### src/rtl/sipo_word_assembler.sv
// Serial-in, parallel-out word assembler: gathers one bit per enabled clock into a
// WIDTH-bit word and hands completed words to a consumer through a one-deep output register.
module sipo_word_assembler #(
  parameter int WIDTH     = 8,
  parameter bit MSB_FIRST = 1'b1
) (
  input  logic                     clk,
  input  logic                     clr_n,
  input  logic                     sin,
  input  logic                     sin_en,
  input  logic                     flush,
  output logic [WIDTH-1:0]         word,
  output logic                     word_valid,
  input  logic                     word_ack,
  output logic [$clog2(WIDTH)-1:0] bit_count,
  output logic                     overrun,
  input  logic                     overrun_clr
);

  localparam int CW = $clog2(WIDTH);
  localparam logic [CW-1:0] LAST = CW'(WIDTH - 1);

  // Handshake: word_valid=1 means word holds an unconsumed value; the consumer takes it on
  // any rising edge where word_valid=1 and word_ack=1. word is stable from valid rising
  // until that edge; word_ack while word_valid=0 has no effect.
  typedef enum logic {
    EMPTY = 1'b0,
    FULL  = 1'b1
  } state_t;

  state_t           state, state_nxt;
  logic [WIDTH-1:0] sh, sh_shifted, sh_nxt;
  logic [CW-1:0]    cnt_nxt;
  logic             take, complete, load, drop, ovr_nxt;

  generate
    if (MSB_FIRST) begin : g_msb
      assign sh_shifted = {sh[WIDTH-2:0], sin};
    end else begin : g_lsb
      assign sh_shifted = {sin, sh[WIDTH-1:1]};
    end
  endgenerate

  // flush overrides sin_en, so a flushed edge can never complete a word
  assign take     = sin_en & ~flush;
  assign complete = take & (bit_count == LAST);

  always_comb begin
    sh_nxt  = sh;
    cnt_nxt = bit_count;
    if (flush) begin
      cnt_nxt = '0;
    end else if (take) begin
      sh_nxt  = sh_shifted;
      cnt_nxt = complete ? '0 : bit_count + 1'b1;
    end
  end

  always_comb begin
    state_nxt = state;
    load      = 1'b0;
    drop      = 1'b0;
    case (state)
      EMPTY: begin
        if (complete) begin
          load      = 1'b1;
          state_nxt = FULL;
        end
      end
      FULL: begin
        if (complete) begin
          if (word_ack) load = 1'b1;
          else          drop = 1'b1;
        end else if (word_ack) begin
          state_nxt = EMPTY;
        end
      end
      default: state_nxt = EMPTY;
    endcase
  end

  // A drop on the same edge as overrun_clr keeps the flag set
  assign ovr_nxt = drop | (overrun & ~overrun_clr);

  always_ff @(posedge clk or negedge clr_n) begin
    if (!clr_n) begin
      state     <= EMPTY;
      sh        <= '0;
      bit_count <= '0;
      word      <= '0;
      overrun   <= 1'b0;
    end else begin
      state     <= state_nxt;
      sh        <= sh_nxt;
      bit_count <= cnt_nxt;
      overrun   <= ovr_nxt;
      if (load) word <= sh_shifted;
    end
  end

  assign word_valid = (state == FULL);

endmodule

### config.mk
export PLATFORM = sky130hd
export DESIGN_NAME = sipo_word_assembler
export DESIGN_NICKNAME = d
export VERILOG_FILES = /design/src/rtl/sipo_word_assembler.sv
export SDC_FILE = /design/constraint.sdc
export NUM_CORES = 1
export LEC_CHECK = 0
export ABC_AREA = 1
export CAP_MARGIN = 20
export CORE_MARGIN = 3
export CORE_UTILIZATION = 40
export CTS_CLUSTER_DIAMETER = 200
export DETAILED_ROUTE_END_ITERATION = 8
export PLACE_DENSITY = 0.77
export SLEW_MARGIN = 20
export SYNTH_ARGS = -nofsm -noshare
export SYNTH_HDL_FRONTEND = slang
export SYNTH_SLANG_ARGS = --single-unit
### constraint.sdc
create_clock -name clk -period 4.4 [get_ports clk]
set_clock_uncertainty 0.2 [all_clocks]
set_input_delay 1.32 -clock clk [delete_from_list [all_inputs] [get_ports clk]]
set_output_delay 1.32 -clock clk [all_outputs]
set_load 0.005 [all_outputs]
==> metrics.md <==
| Metric | Value |
|---|---|
| Status | finished clean |
| Worst Path Max Fanout | 4 |
| GRT overflow | 0 |
| Final setup vio count | 0 |
| Core box area | between 0.0015 and 0.002 mm² |
| Input/output buffers | 19 |
| H-tree depth | 1 |
| Psw | 83.6 µW |
| Design area | between 0.001 and 0.0015 mm² |
| N_diodes | 0 |
| Path type of the worst setup path | flip-flop to output pin |
| Hpwl dp | between 1 and 1.5 mm |
| CP max stage delay | approximately 0.52 ns |
| I/O pin total | 20 |
| Pre-CTS setup slack | 1.48 ns |
| Max VDD drop | just over 0.2 mV |
| Antenna violations before repair | 0 |
| Clk root buf | clkbuf_4 |
| Net count, final | around 120 |
| Max Fclk | 364 MHz |
| Clk sink count | 20 |
| Post-route ant nets | 0 |
| Synthesized area | ~850 µm² |
| Final Max Tran Viols | 0 |
| Bufs and invs on worst path | 1 |
| Final wirelength | roughly 1.6 mm |
| Cell variety after synth | 14 |
| Die area | 0.00271 mm² |
| Area contributors post-synth | dfrtp_1 59%, nand2_1 18%, nand4_1 5.9% |
| Class of the worst hold path | flip-flop to flip-flop |
| Layout filler cell count | around 190 |
| Synthesized Nets | roughly 100 |
| Crit path time final | 2.75 ns |
| Clock Power Share | between 30 and 40% |
| Yosys warnings | 0 |
| Slowest cell on the critical path | clkdlybuf4s50_1 |
| CTS max path bufs | 2 |
| Cell family with most CP delay | buffers and inverters |
| Worst Path Arrival | 1.23 ns |
| Iteration-0 DRC Markers | 14 |
| WL/cell | roughly 11 µm |
| Final hold violation count | 0 |
| Number of global-route vias before repair | 641 |
| CTS clk-pin slew, worst paths | ~0.10 ns |
| Layout cells sized above 1 | a little under a tenth |
| Vias per cell | 4.93 |
| Seq pwr share | about three fifths |
| Pre-Repair DR Iteration Count | 4 |
| Post-cts sizing count | 0 |
| Combinational share of power | 9.9% |
| DRC Markers | 0 |
| Setup TNS | 0 ns |
| Final Power | between 300 and 400 µW |
| Synth area leader | dfrtp_1 |
| Period utilization | 62.4% |
| Int Power | about 260 µW |
| Yosys reg bits | 20 |
| Die Span X | 52.1 µm |
| Total GRT Usage | approximately 14% |
| First-pass GRT wire length | 2.75 mm |
| Largest net degree at the start of global routing | 22 |
| Fin util | a little over half |
| Clk_lat worst skew | about 0.3 ns |
| Sequential fraction of the synthesis area | 58.9% |
| Pwr per Cell Area | 320 mW/mm² |
| Placement Cell Area | 0.00104 mm² |
| Gpl congestion | 0.780 |
| Syn avg cell area | approximately 9.2 µm² |
| CTS tree | yes |
| Startpoint types | flip-flop |
| Crit-path cells | clkdlybuf4s50_1 |
| Sw Share | around a quarter |
| Postcts setup bufs | 0 |
| Max_slew headroom | a little over two fifths |
| Synth top area share | 58.9% |
| Worst-Margin Slew | approximately 0.85 ns |
| Unrepaired setup endpoints after global routing | no |
| Site row count | 16 |
| Die H | around 52 µm |
| Setup WS post-layout | around 1.7 ns |
| Max Cap Viol | 0 |
| Data required, critical path | 2.88 ns |
| CP endpoint kind | output pin |
| Hold buffers post-CTS | 0 |
| P&R area growth vs syn | 27.2% |
| Cells after Synth | 92 |
| Leak Pwr | 0.555 nW |
| Num CTS Buffers | 3 |
| Via count | 680 |
| Initial Util | between 40% and 50% |
## sequential cells by signal (all words and copies together) (netlist names)
| name | flops |
|---|---|
| word | 8 |
| bit_count | 3 |
| sh | 7 |
| overrun | 1 |
| word_valid | 1 |
## layout make-up
cell class | count | area, µm² | area share, %
clock buffers | 4 | 36.3 | 3.36
inverters | 7 | 26.3 | 2.43
multi-input cells | 61 | 294 | 27.2
flip-flops and latches | 20 | 500 | 46.3
well taps | 27 | 33.8 | 3.12
repair buffers | 19 | 190 | 17.6
## final timing paths
kind / start / to / slack [ns] / depth (start not counted)
min in group asynchronous: clr_n / word[6] / 1.30 / 1
hold / removal: word[7] / word[7] / 0.29 / 2
setup reg to reg: bit_count[0] / word[2] / 2.75 / 5
max in group asynchronous: clr_n / sh[6] / 2.18 / 1
hold reg to reg: word[7] / word[7] / 0.29 / 2
setup / recovery: bit_count[0] / bit_count[0] / 1.65 / 1
## Yosys cell counts (all sizes together)
cell and instances:
ha 2, nand2 41, nor2 1, inv 7
dfrtp 20, buf 4, nand4 8, o21ai 4
nand3 5
## stage by stage
| stage | cells | hold WS, ns |
|---|---|---|
| floorplan | 92 | 0.242 |
| global placement | 134 | 0.258 |
| finish | 138 | 0.290 |
| detailed placement | 134 | 0.267 |
| CTS | 138 | 0.296 |
| global route | 138 | 0.312 |
## cells in the final DEF (no fill, tap or decap)
cell             synthesis  layout
nand3_2                  1       1
inv_2                    3       3
nand4_1                  8       8
clkbuf_4                 0       3
o21ai_2                  1       1
o21ai_1                  3       3
clkdlybuf4s50_1          0      19
nor2_4                   1       1
nand2_1                 41      41
nand3_1                  4       4
inv_1                    4       4
clkbuf_8                 0       1
ha_1                     2       2
dfrtp_1                 20      20
## metal layers
| layer | wire [µm] | GRT usage [%] | part of all wire [%] |
|---|---|---|---|
| met2 | 752 | 21.3 | 48 |
| met3 | 70 | 2.87 | 4.5 |
| met5 | 0 | 0 | 0 |
| met4 | 39 | 9.17 | 2.5 |
| met1 | 699 | 17.8 | 45 |
## power groups by stage
| stage | combinational [mW] | sequential (mW) | clock, mW |
|---|---|---|---|
| finish | 0.0343 | 0.207 | 0.105 |
| global placement | 0.0330 | 0.210 | 0 |
| CTS | 0.0351 | 0.207 | 0.109 |
| global route | 0.0398 | 0.209 | 0.117 |
| detailed placement | 0.0343 | 0.210 | 0 |
| floorplan | 0.0194 | 0.208 | 0 |
## cells by family (layout without fill, tap and decap cells)
| logic type | after synthesis | in the layout | synth area share (%) |
|---|---|---|---|
| buf+inv | 11 | 30 | 6.48 |
| simple gates | 55 | 55 | 28.9 |
| fa+ha+maj | 2 | 2 | 2.95 |
| flops | 20 | 20 | 58.9 |
| compound gates | 4 | 4 | 2.80 |
(Power assumes the default switching activity.)
